**config.mk**
```make
export PLATFORM = sky130hd
export DESIGN_NAME = xor_mux_share_arbiter
export DESIGN_NICKNAME = d
export VERILOG_FILES = /design/src/rtl/xor_mux_share_arbiter_pkg.sv /design/src/rtl/xor_mux_share_arbiter_xor.sv /design/src/rtl/xor_mux_share_arbiter.sv
export SDC_FILE = /design/constraint.sdc
export NUM_CORES = 1
export LEC_CHECK = 0
export ABC_AREA = 1
export CAP_MARGIN = 10
export CORE_ASPECT_RATIO = 0.75
export CORE_MARGIN = 4
export CORE_UTILIZATION = 41
export DETAILED_ROUTE_END_ITERATION = 12
export GPL_TIMING_DRIVEN = 1
export PLACE_DENSITY = 0.77
export SLEW_MARGIN = 20
export SYNTH_ARGS = -nofsm -noshare
export SYNTH_HDL_FRONTEND = slang
export SYNTH_SLANG_ARGS = --single-unit
```
**constraint.sdc**
```tcl
create_clock -name clk -period 2.4 [get_ports clk]
set_input_delay 0.48 -clock clk [delete_from_list [all_inputs] [get_ports clk]]
set_output_delay 0.48 -clock clk [all_outputs]
set_load 0.005 [all_outputs]
```
**src/rtl/xor_mux_share_arbiter_pkg.sv**
```systemverilog
// Shared types and helpers for xor_mux_share_arbiter.
//   state_t  : arbiter FSM encoding (IDLE, EXEC, RESP)
//   pick_t   : result of a round-robin scan (found flag + winner index)
//   rr_pick  : round-robin winner search over up to MAX_REQ requesters
package xor_mux_share_arbiter_pkg;

  typedef enum logic [1:0] {
    IDLE = 2'd0,
    EXEC = 2'd1,
    RESP = 2'd2
  } state_t;

  localparam int MAX_REQ  = 16;
  localparam int MAX_ID_W = 4;

  typedef struct packed {
    logic                found;
    logic [MAX_ID_W-1:0] idx;
  } pick_t;

  // First set bit of valid, scanning ptr, ptr+1, ... and wrapping n-1 -> 0.
  // ptr < n is assumed, so ptr + k never needs more than one subtraction
  // to wrap, which keeps the search free of a modulo operator.
  function automatic pick_t rr_pick(input logic [MAX_REQ-1:0]  valid,
                                    input logic [MAX_ID_W-1:0] ptr,
                                    input int                  n);
    pick_t res;
    int    j;
    res.found = 1'b0;
    res.idx   = '0;
    for (int k = 0; k < MAX_REQ; k++) begin
      if (k < n) begin
        j = int'(ptr) + k;
        if (j >= n) j = j - n;
        if (!res.found && valid[MAX_ID_W'(j)]) begin
          res.found = 1'b1;
          res.idx   = MAX_ID_W'(j);
        end
      end
    end
    return res;
  endfunction

endpackage

```
**src/rtl/xor_mux_share_arbiter_xor.sv**
```systemverilog
// xor_vec_using_mux: purely combinational W-bit XOR built from 2:1 muxes.
// Each output bit selects ~a when b is set and a otherwise.
//   a, b : operands (W bits)
//   o    : a ^ b   (W bits)
module xor_vec_using_mux #(
  parameter int W = 8
) (
  input  logic [W-1:0] a,
  input  logic [W-1:0] b,
  output logic [W-1:0] o
);

  for (genvar i = 0; i < W; i++) begin : g_bit
    assign o[i] = b[i] ? ~a[i] : a[i];
  end

endmodule

```
**src/rtl/xor_mux_share_arbiter.sv**
```systemverilog
// xor_mux_share_arbiter: shares one XOR-via-mux unit among N_REQ requesters.
// Round-robin grant in IDLE, one EXEC cycle to register the result, then a
// tagged response held in RESP until the consumer accepts it.
//
// Handshake rule (both request and response channels): a transfer happens on
// a rising clk edge where valid and ready are both high; the sender holds
// valid and its data stable until that edge; ready may depend
// combinationally on valid.
//
// Ports:
//   clk, rst_n       clock, asynchronous active-low reset
//   req_valid/ready  per-requester handshake (ready is one-hot or zero)
//   req_a, req_b     flattened operands, requester i at [i*W +: W]
//   rsp_valid/ready  shared response handshake
//   rsp_data, rsp_id result a^b and issuing requester index
//   busy             FSM not in IDLE
//   op_count         completed responses, wraps modulo 2^CNT_W
//   dbg_state        current FSM state
//   dbg_rr_ptr       current round-robin start pointer
module xor_mux_share_arbiter
  import xor_mux_share_arbiter_pkg::*;
#(
  parameter  int N_REQ = 4,
  parameter  int W     = 8,
  parameter  int CNT_W = 16,
  localparam int ID_W  = $clog2(N_REQ)
) (
  input  logic               clk,
  input  logic               rst_n,
  input  logic [N_REQ-1:0]   req_valid,
  output logic [N_REQ-1:0]   req_ready,
  input  logic [N_REQ*W-1:0] req_a,
  input  logic [N_REQ*W-1:0] req_b,
  output logic               rsp_valid,
  input  logic               rsp_ready,
  output logic [W-1:0]       rsp_data,
  output logic [ID_W-1:0]    rsp_id,
  output logic               busy,
  output logic [CNT_W-1:0]   op_count,
  output state_t             dbg_state,
  output logic [ID_W-1:0]    dbg_rr_ptr
);

  state_t             state_q, state_d;
  logic [ID_W-1:0]    rr_ptr_q, rr_ptr_d;
  logic [W-1:0]       a_q, a_d;
  logic [W-1:0]       b_q, b_d;
  logic [ID_W-1:0]    id_q, id_d;
  logic               rsp_valid_q, rsp_valid_d;
  logic [W-1:0]       rsp_data_q, rsp_data_d;
  logic [ID_W-1:0]    rsp_id_q, rsp_id_d;
  logic [CNT_W-1:0]   op_count_q, op_count_d;

  logic [MAX_REQ-1:0] valid_ext;
  pick_t              pick;
  logic [ID_W-1:0]    win_idx;
  logic [N_REQ-1:0]   win_onehot;
  logic [W-1:0]       xor_out;

  // The single shared compute unit, fed from the captured operands.
  xor_vec_using_mux #(.W(W)) u_xor (
    .a (a_q),
    .b (b_q),
    .o (xor_out)
  );

  always_comb begin
    valid_ext              = '0;
    valid_ext[N_REQ-1:0]   = req_valid;
    pick                   = rr_pick(valid_ext, MAX_ID_W'(rr_ptr_q), N_REQ);
    win_idx                = ID_W'(pick.idx);
    win_onehot             = '0;
    for (int i = 0; i < N_REQ; i++) begin
      win_onehot[i] = (win_idx == ID_W'(i));
    end
  end

  // Grant is only offered in IDLE; gating with rst_n keeps it low while the
  // reset is held even though valids may already be asserted.
  assign req_ready = (rst_n && state_q == IDLE && pick.found) ? win_onehot : '0;

  always_comb begin
    state_d     = state_q;
    rr_ptr_d    = rr_ptr_q;
    a_d         = a_q;
    b_d         = b_q;
    id_d        = id_q;
    rsp_valid_d = rsp_valid_q;
    rsp_data_d  = rsp_data_q;
    rsp_id_d    = rsp_id_q;
    op_count_d  = op_count_q;
    case (state_q)
      IDLE: begin
        if (pick.found) begin
          a_d      = req_a[win_idx*W +: W];
          b_d      = req_b[win_idx*W +: W];
          id_d     = win_idx;
          // Explicit wrap so non-power-of-2 N_REQ never yields ptr >= N_REQ.
          rr_ptr_d = (win_idx == ID_W'(N_REQ - 1)) ? '0 : win_idx + ID_W'(1);
          state_d  = EXEC;
        end
      end
      EXEC: begin
        rsp_data_d  = xor_out;
        rsp_id_d    = id_q;
        rsp_valid_d = 1'b1;
        state_d     = RESP;
      end
      RESP: begin
        if (rsp_valid_q && rsp_ready) begin
          rsp_valid_d = 1'b0;
          op_count_d  = op_count_q + CNT_W'(1);
          state_d     = IDLE;
        end
      end
      default: begin
        state_d     = IDLE;
        rsp_valid_d = 1'b0;
      end
    endcase
  end

  always_ff @(posedge clk or negedge rst_n) begin
    if (!rst_n) begin
      state_q     <= IDLE;
      rr_ptr_q    <= '0;
      a_q         <= '0;
      b_q         <= '0;
      id_q        <= '0;
      rsp_valid_q <= 1'b0;
      rsp_data_q  <= '0;
      rsp_id_q    <= '0;
      op_count_q  <= '0;
    end else begin
      state_q     <= state_d;
      rr_ptr_q    <= rr_ptr_d;
      a_q         <= a_d;
      b_q         <= b_d;
      id_q        <= id_d;
      rsp_valid_q <= rsp_valid_d;
      rsp_data_q  <= rsp_data_d;
      rsp_id_q    <= rsp_id_d;
      op_count_q  <= op_count_d;
    end
  end

  assign rsp_valid  = rsp_valid_q;
  assign rsp_data   = rsp_data_q;
  assign rsp_id     = rsp_id_q;
  assign op_count   = op_count_q;
  assign busy       = (state_q != IDLE);
  assign dbg_state  = state_q;
  assign dbg_rr_ptr = rr_ptr_q;

endmodule

```
==> metrics, run 1 <==
fin area 4620 sq um; R2R cell count 17; Die ar. approximately 9000 sq um; syn nets roughly 520; gr usage total 0.184; Critical Path RT between 1.5 and 2 ns; status complete, but fails checks; GP Congestion between 0.9 and 1; Initial Utilization 0.422; via count 3126; CP Max Fanout 4; Final period util 1.13; Setup-failing EPs final 4; Post-Synthesis Cells 440; syn_area_per_cell 7.02 sq um; CP Launch Type flop; Yosys top cell by area dfrtp_1; clk buf depth 2; largest family of logic cells by synthesized area simple AND/OR/NAND/NOR gates; kind of critical path flop to primary output; Synth Area in Compound Gates 0.0271; maximum vdd drop 0.877 mV; core footprint about 7300 sq um; Worst Setup End Kind primary output; Die H 83.2 um; violated checks setup timing; Cell Area, Placed 4320 sq um; Yosys cell types 28; Setup Skew 0.0106 ns; Final Max Tran Viols 0; cts hold-fix bufs 0; largest cells by area after synthesis dfrtp_1 (40%), nand2_1 (21%), nand3_1 (9.9%); Ys Warns 0; Buffers on Ports between 100 and 150; DRC 0; placed cell count approximately 650; Via density between 4 and 5; Ant. Diodes 0; DIE WIDTH between 100 and 150 um; violation count after the first detailed-routing iteration 114; CTS tree done; row cnt 27; CTS H-Tree Depth 2; fin nets roughly 640; TritonCTS Buffers 5; Synth Cell Area 3090 sq um; first-pass GRT wire length between 10 and 15 mm; grt ovf 0; Fill cells 644; drt total wl around 8.6 mm; Routed WL per cell 12.9 um; final hold viol count 0; LEAKAGE 2.38 nW; min-delay worst type primary input to async pin; RSZ-0062 raised after global routing yes; PnR worst setup slack -0.313 ns; Synth Area in Adders 0.0243; I/O Pins approximately 110; initial antenna violation count 0; vias in the first global route between 3000 and 4000; MaxCap Viol Count 0; pwr dens 1500 nW/um^2; Layout Cells excl Fill around 660; clk sink count 49; slew margin rel. 0.600; Reg clk slew, reported paths approximately 0.090 ns; Yosys top cell area share 0.397; clk root buf clkbuf_8; Antenna Nets Post-Route 0; mux cell area share after synthesis 0.00364; sequential fraction of the synthesis area 0.397; Skew-Pair Late Insertion Delay approximately 0.3 ns; flops & latches, synth ~50; share of cells above drive strength 1 0.156; DP HPWL around 6 mm; largest net degree at the start of global routing 50; worst hold slack ~0.32 ns; post-synthesis simple-gate area fraction 0.376; worst-margin pin slew ~0.60 ns; final worst path period need 2.71 ns; Critical Path AT around 2.2 ns; post-synthesis xor/xnor area fraction 0.0652; Pre-Repair DR Iteration Count 4; FMAX 369 MHz; Synth-to-Final Area Change 49.6%
[state kept, by name, indices dropped and copies added, names as in the netlist]
signal      cells
op_count       16
a_q             8
rsp_data        8
id_q            2
rsp_valid       1
dbg_rr_ptr      2
b_q             8
rsp_id          2
dbg_state       2
[Yosys cell counts]
cell type and number:
clkbuf_1 2, nand4_1 3, dfrtp_1 49, nand2_4 2, nor3_2 1, mux2_2 1
o21ai_0 13, nand2_2 5, inv_1 49, or2_2 1, xnor2_1 13, buf_2 8
inv_4 1, xor2_1 10, a21oi_1 1, buf_4 4, nor3_1 5, nor4_1 1
inv_2 5, nand3_2 1, nand3_1 61, buf_6 4, o22ai_1 1, nor2_1 16
ha_1 6, nand2_1 174, nor2_2 2, o21a_1 1
[where the power goes]
part	total [W]	internal, W	switching, W
Combinational	0.00497	0.00210	0.00286
Clock	0.000581	0.000313	0.000268
Sequential	0.00137	0.00115	0.000222
Total	0.00692	0.00357	0.00335
[worst max-delay path, cell delays in order, from the launching register on]
cell	delay, ns
dfrtp_2	0.43
inv_6	0.04
ha_4	0.29
inv_4	0.05
nand3_4	0.07
nand3_4	0.12
nor2_4	0.16
nand2_2	0.07
nand2_2	0.08
nor2_2	0.05
nand2_2	0.09
buf_6	0.11
ha_4	0.13
inv_2	0.04
nor2_2	0.08
buf_2	0.12
[metrics by stage]
step	setup WS, ns	power (W)	TNS [ns]	util
6_report	-0.313	0.00692	-0.910	0.630
5_1_grt	-0.430	0.00764	-1.59	0.630
4_1_cts	-0.206	0.00661	-0.701	0.617
3_5_place_dp	-0.564	0.00573	-2.98	0.590
3_3_place_gp	-0.518	0.00563	-2.19	0.590
2_1_floorplan	-0.00185	0.00449	-0.00185	-
[cells in the final DEF, fill, tap and decap left out, types with 2 or more instances in the layout]
cell / instances
nand2_2: 12
xnor2_1: 13
ha_1: 3
nand3_1: 57
nor2_1: 11
buf_2: 5
nor2_4: 2
nand2_1: 165
nand3_4: 2
inv_1: 46
xor2_1: 10
nand2_4: 4
buf_6: 5
nand3_2: 3
inv_4: 2
ha_4: 2
dfrtp_1: 48
clkbuf_8: 5
inv_2: 6
o21ai_0: 13
nor2_2: 5
nand4_1: 3
clkdlybuf4s50_1: 99
buf_4: 22
nor3_2: 5
[cell families after synthesis]
kind of cell / count (synthesis)
fa+ha+maj: 6
mux: 1
compound gates: 16
buf+inv: 73
flops: 49
xor+xnor: 23
simple gates: 272
[metal layers]
| metal | GRT usage | vias to the layer above | wire, um |
|---|---|---|---|
| met1 | 0.238 | 1438 | 3680 |
| met3 | 0.0256 | 17 | 330 |
| li1 | - | 1601 | - |
| met4 | 0.0459 | 0 | 182 |
| met5 | 0 | - | 0 |
| met2 | 0.324 | 70 | 4360 |
[worst paths after layout]
kind	slack [ns]	from	to
setup / recovery	-0.31	dbg_rr_ptr[0]	req_ready[3]
hold / removal	0.32	rst_n	op_count[5]
setup reg to reg	0.12	dbg_rr_ptr[0]	a_q[6]
hold reg to reg	0.47	op_count[15]	op_count[15]
max in group asynchronous	1.63	rst_n	dbg_rr_ptr[0]
min in group clk	0.47	op_count[15]	op_count[15]
[cell type report]
type                    count  area [sq um]  area share
multi-input cells         318          1680       0.364
repair buffers            133          1260       0.272
well taps                 101           126      0.0273
clock inverters             2          38.8     0.00839
flip-flops and latches     49          1230       0.266
inverters                  55           216      0.0468
clock buffers               6          72.6      0.0157
[timing repair]
item | CTS | global route
endpoints found under the hold margin | 0 | 0
setup buffers | 9 | 2
endpoints found under the setup margin | 4 | 20
resized for setup | 28 | 24
pin swaps | 15 | 15
(Power assumes the default switching activity.)
==> run 2: changes to the inputs <==
CORE_ASPECT_RATIO = 1.75   (was 0.75)
==> run 2 against run 1 <==
Net effect: the run still ends with setup timing left; utilization grew 0.23 points; total power is 1.2% lower; cell count is 2.1% lower; sequential power about the same; clock power grew 17%; first-iteration DRC count up 35%; worst hold slack worse by 0.011 ns; routed wire length fell by 0.73%; via count increased by 1.4%; fmax hardly changed; global-route usage is essentially flat; design area down 0.27%; largest cell class unchanged; highest routed layer unchanged.
==> metrics, run 2 (synthesized netlist as in run 1, its figures left out) <==
cts hold-fix bufs 0 (unchanged); met3 usage 0.0246 (-0.00105); grt ovf 0 (unchanged); FMAX 369 MHz (about the same); DIE WIDTH 73.6 um (-32%); first-pass GRT wire length 13.3 mm (-2.7%); violated checks setup timing; PnR worst setup slack -0.312 ns (+0.000614 ns); Initial Utilization 0.424 (+0.00268); final worst path period need 2.71 ns (-0.000614 ns); largest net degree at the start of global routing 50 (unchanged); slew margin rel. 0.593 (-0.00787); clk sink count 49 (unchanged); Die ar. 9050 sq um (+0.45%); RSZ-0062 raised after global routing yes; vias in the first global route 3097 (+2.4%); share of cells above drive strength 1 0.144 (-0.0127); Antenna Nets Post-Route 0 (unchanged); CP Launch Type flop; maximum vdd drop 0.906 mV (+3.4%); core footprint 7280 sq um (-0.63%); Layout Utilization 0.633 (+0.00229); most common cell after layout, fill and taps aside nand2_1; fin area 4610 sq um (-0.27%); worst r2r src dbg_rr_ptr[0]; clk buf depth 2 (unchanged); I/O Pins 107 (unchanged); Pwr Total 0.00683 W (-1.2%); CTS H-Tree Depth 2 (unchanged); Die H 123 um (+48%); commonest non-fill, non-tap cells in the layout nand2_1 (170), clkdlybuf4s50_1 (98), nand3_1 (58), dfrtp_1 (48), inv_1 (46); CP startpoint dbg_rr_ptr[0]; kind of critical path flop to primary output; Setup-failing EPs final 4 (unchanged); DP HPWL 6.18 mm (+1.3%); DRC 0 (unchanged); Cell Area, Placed 4310 sq um (-0.26%); min-delay worst type primary input to async pin; MaxCap Viol Count 0 (unchanged); Ant. Diodes 0 (unchanged); Worst Setup End Kind primary output; clk root buf clkbuf_16; pwr dens 1480 nW/um^2 (-0.96%); drt total wl 8.49 mm (-0.73%); Reg clk slew, reported paths 0.06 ns (-0.03 ns); Critical Path AT 2.23 ns (about the same); Final Max Tran Viols 0 (unchanged); final hold viol count 0 (unchanged); Fill cells 652 (+1.2%); row cnt 41 (+52%); Largest register FFs 16 (unchanged); TritonCTS Buffers 5 (unchanged); Setup crit end req_ready[3]; Final period util 1.13 (about the same); status complete, but fails checks; Skew-Pair Late Insertion Delay 0.29 ns (about the same); GP Congestion 0.871 (-7.0%); LEAKAGE 2.41 nW (+1.0%); gr usage total 0.185 (+0.000492); via count 3169 (+1.4%); flop2flop setup slack 0.07 ns (-0.05 ns); fin nets 640 (+0.16%); Buffers on Ports 106 (unchanged); dpl ws -0.589 ns (-0.0248 ns); worst-margin pin slew 0.611 ns (+0.0118 ns); GRT met1 Usage 0.206 (-0.0318); busiest grt layer met2; CTS tree done; reg-to-reg endpoint b_q[0]; CP Max Fanout 5 (+1); Critical Path RT 1.92 ns (about the same); Pre-Repair DR Iteration Count 4 (unchanged); Synth-to-Final Area Change 49.1%; M2 GR Usage 0.339 (+0.0150); R2R cell count 15 (-2); Via density 4.88 (+3.6%); initial antenna violation count 0 (unchanged); Routed WL per cell 13.1 um (+1.4%); Setup Skew 0.00228 ns (-0.00834 ns); violation count after the first detailed-routing iteration 154 (+35%)
## run 2: cell count changes in the layout (fill, tap and decap cells not counted), sizes merged
cell,delta
dlymetal6s2s,+1
clkbuf,-1
buf,+1
clkdlybuf4s50,-1
clkinv,+1
clkinvlp,+1
bufinv,-1
## run 2: repair_timing
action	in CTS	in global routing
pin swaps	16	12
resized for setup	32	11
setup buffers	7	3
setup endpoints to repair	4	20
## run 2: through the flow
step	std cells	hold WS, ns	setup TNS, ns
3_3_place_gp	632	0.459	-2.11
4_1_cts	647	0.350	-0.766
2_1_floorplan	440	0.184	-0.00185
5_1_grt	650	0.389	-1.65
6_report	650	0.314	-1.06
3_5_place_dp	632	0.463	-3.15
## run 2: area by class of cell
cell class / instances / area (sq um) / area share
Inverter: 55 / 216 / 0.0470
Timing Repair Buffer: 134 / 1270 / 0.275
Clock buffer: 5 / 125 / 0.0271
Tap cell: 86 / 108 / 0.0233
Sequential cell: 49 / 1230 / 0.266
Multi-Input combinational cell: 318 / 1650 / 0.357
Clock inverter: 3 / 17.5 / 0.00380
## run 2: routing by layer
| metal | part of all wire | wire length [um] |
|---|---|---|
| met4 | 0.034 | 290 |
| met2 | 0.53 | 4490 |
| met5 | 0 | 0 |
| met1 | 0.39 | 3310 |
| met3 | 0.047 | 403 |
## run 2: worst min path at each step
stage,endpoint,depth (start not counted),slack [ns]
floorplan,a_q[0],0,0.18
global placement,op_count[15],1,0.46
detailed placement,op_count[15],1,0.46
CTS,op_count[0],2,0.35
global route,op_count[2],2,0.39
finish,rsp_id[1],2,0.31
## run 2: critical path, cell delays in order (launching register included)
cell	delay, ns
dfrtp_2	0.46
inv_6	0.09
buf_6	0.12
nand2_2	0.05
nand2_1	0.12
nand2_2	0.09
nand2_4	0.11
inv_2	0.07
nand2_4	0.06
nor2_1	0.07
nor2_1	0.14
nand2_2	0.08
buf_4	0.14
ha_4	0.15
inv_2	0.04
nor2_2	0.02
buf_2	0.12
## run 2: power breakdown
part / switching (W) / internal (W)
combinational: 0.00277 / 0.00201
clock: 0.000298 / 0.000382
sequential: 0.000221 / 0.00115
total: 0.00329 / 0.00355
==> run 3: changes to the inputs <==
PLACE_DENSITY = 0.78   (was 0.77)
==> run 3 against run 2 <==
Net effect: the flow still finishes with violations (setup timing); design area grew 1.1%; clock skew grew 0.00071 ns; fmax is 0.22% higher; non-clock buffer count fell by 2; total power increased by 2.5%; worst hold slack better by 0.023 ns; largest power group unchanged; combinational power increased by 2%; die area unchanged; clock power increased by 12%; cell count shrank 0.46%; register-to-register slack improved by 0.08 ns.
==> metrics, run 3 (synthesized netlist as in run 1, its figures left out) <==
status complete, but fails checks; violated checks setup timing; min-delay worst type primary input to async pin; vias in the first global route 2906 (-6.2%); DRC 0 (unchanged); worst-margin pin slew 0.614 ns (+0.00288 ns); I/O Pins 107 (unchanged); via count 3057 (-3.5%); Clock power frac 0.109 (+0.009); MaxCap Viol Count 0 (unchanged); most common cell after layout, fill and taps aside nand2_1; first-pass GRT wire length 13.0 mm (-1.8%); DP HPWL 6.12 mm (-1.0%); Cell Area, Placed 4300 sq um (-0.17%); net switching share of the total power 0.467 (-0.0143); Critical Path RT 1.92 ns (about the same); core footprint 7280 sq um (unchanged); CTS tree done; R2R cell count 16 (+1); TritonCTS Buffers 5 (unchanged); CP Launch Type flop; Via density 4.72 (-3.1%); Antenna Nets Post-Route 0 (unchanged); worst-path cell chain inv_6 -> ha_4 -> nand3_2 -> nand3_4 -> buf_6 -> nand4_1 -> nand2_4 -> nand2_4 -> inv_4 -> ha_4 -> inv_2 -> nor2_2 -> buf_2; Skew-Pair Late Insertion Delay 0.28 ns (about the same); grt ovf 0 (unchanged); Critical Path AT 2.23 ns (about the same); Psw 0.00327 W (-0.54%); slew margin rel. 0.590 (-0.00291); clk root buf clkbuf_16; CP Max Fanout 4 (-1); clk sink count 49 (unchanged); Ant. Diodes 0 (unchanged); PnR worst setup slack -0.307 ns (+0.00587 ns); Setup-failing EPs final 4 (unchanged); gr usage total 0.178 (-0.00653); kind of critical path flop to primary output; Critical Path Max Stage Delay 0.45 ns (about the same); Buffers on Ports 106 (unchanged); Initial Utilization 0.424 (unchanged); commonest non-fill, non-tap cells in the layout nand2_1 (167), clkdlybuf4s50_1 (99), nand3_1 (57), dfrtp_1 (48), inv_1 (46); Largest register FFs 16 (unchanged); pwr dens 1500 nW/um^2 (+1.4%); Comb pwr share 0.693 (-0.006); FMAX 369 MHz (+0.22%); GP Congestion 0.829 (-4.8%); drt total wl 8.22 mm (-3.2%); fin area 4660 sq um (+1.1%); final worst path period need 2.71 ns (-0.00587 ns); maximum vdd drop 1.04 mV (+14%); fin nets 638 (-0.31%); DIE WIDTH 73.6 um (unchanged); CTS H-Tree Depth 2 (unchanged); share of cells above drive strength 1 0.148 (+0.00433); clk buf depth 2 (unchanged); Worst Setup End Kind primary output; LEAKAGE 2.40 nW (-0.19%); Synth-to-Final Area Change 50.7%; Reg clk slew, reported paths 0.06 ns (about the same); Flop pwr share 0.198 (-0.003); Internal 0.00374 W (+5.3%); final hold viol count 0 (unchanged); Setup Skew 0.00299 ns (+0.000713 ns); row cnt 41 (unchanged); Final period util 1.13 (-0.00244); Pre-Repair DR Iteration Count 5 (+1); Die ar. 9050 sq um (unchanged); largest net degree at the start of global routing 50 (unchanged); Critical-path top delay cell dfrtp_2; initial antenna violation count 0 (unchanged); Die H 123 um (unchanged); violation count after the first detailed-routing iteration 151 (-1.9%); Routed WL per cell 12.7 um (-2.8%); Final Max Tran Viols 0 (unchanged); Layout Utilization 0.639 (+0.00670); RSZ-0062 raised after global routing yes
-- run 3: repair_timing --
action / 4_1_cts / 5_1_grt
setup endpoints to repair: 4 / 20
hold buffers: 0 / 0
buffers inserted: 8 / 4
gates cloned: 0 / 0
gates resized for setup: 34 / 17
pin swaps: 12 / 13
-- run 3: power groups by stage --
stage,Combinational (W),Sequential (W),Clock (W)
final,0.00486,0.00138,0.000763
after global routing,0.00546,0.00143,0.000806
after CTS,0.00458,0.00139,0.000781
after detailed placement,0.00420,0.00140,0
after global placement,0.00411,0.00138,0
after floorplan,0.00312,0.00136,0
-- run 3: final cells by class --
type | count | area (sq um)
well taps | 86 | 108
clock buffers | 5 | 125
inverters | 55 | 219
fillers | 659 | 2630
clock inverters | 2 | 35.0
repair buffers | 132 | 1270
multi-input cells | 318 | 1670
flip-flops and latches | 49 | 1230
-- run 3: worst paths after layout --
check,slack [ns],from,end
min in group clk,0.47,op_count[15],op_count[15]
worst max register to register,0.15,dbg_rr_ptr[0],a_q[4]
max in group asynchronous,1.63,rst_n,dbg_rr_ptr[0]
worst min-delay path,0.34,rst_n,op_count[2]
worst max-delay path,-0.31,dbg_rr_ptr[0],req_ready[3]
worst min register to register,0.47,op_count[15],op_count[15]
-- run 3: metal layers --
metal	up-vias	GRT usage	part of all wire
met5	-	0	0
met3	12	0.0205	0.049
li1	1595	-	-
met4	0	0.0556	0.017
met2	92	0.328	0.54
met1	1358	0.209	0.40
-- run 3: per-stage QoR --
| stage | std cells | setup slack, ns | total power (W) | hold slack (ns) | TNS [ns] |
|---|---|---|---|---|---|
| 2_1_floorplan | 440 | -0.00185 | 0.00449 | 0.184 | -0.00185 |
| 3_3_place_gp | 631 | -0.548 | 0.00548 | 0.460 | -2.20 |
| 3_5_place_dp | 631 | -0.620 | 0.00560 | 0.456 | -3.18 |
| 4_1_cts | 646 | -0.244 | 0.00675 | 0.351 | -0.895 |
| 5_1_grt | 647 | -0.415 | 0.00769 | 0.391 | -1.51 |
| 6_report | 647 | -0.307 | 0.00700 | 0.337 | -1.05 |
-- run 3: critical path: cells and delay by family (launching register included) --
family,cells,cell delay (ns)
adders and majority gates,2,0.45
buffers and inverters,5,0.38
DFF,1,0.45
and+or+nand+nor,6,0.65
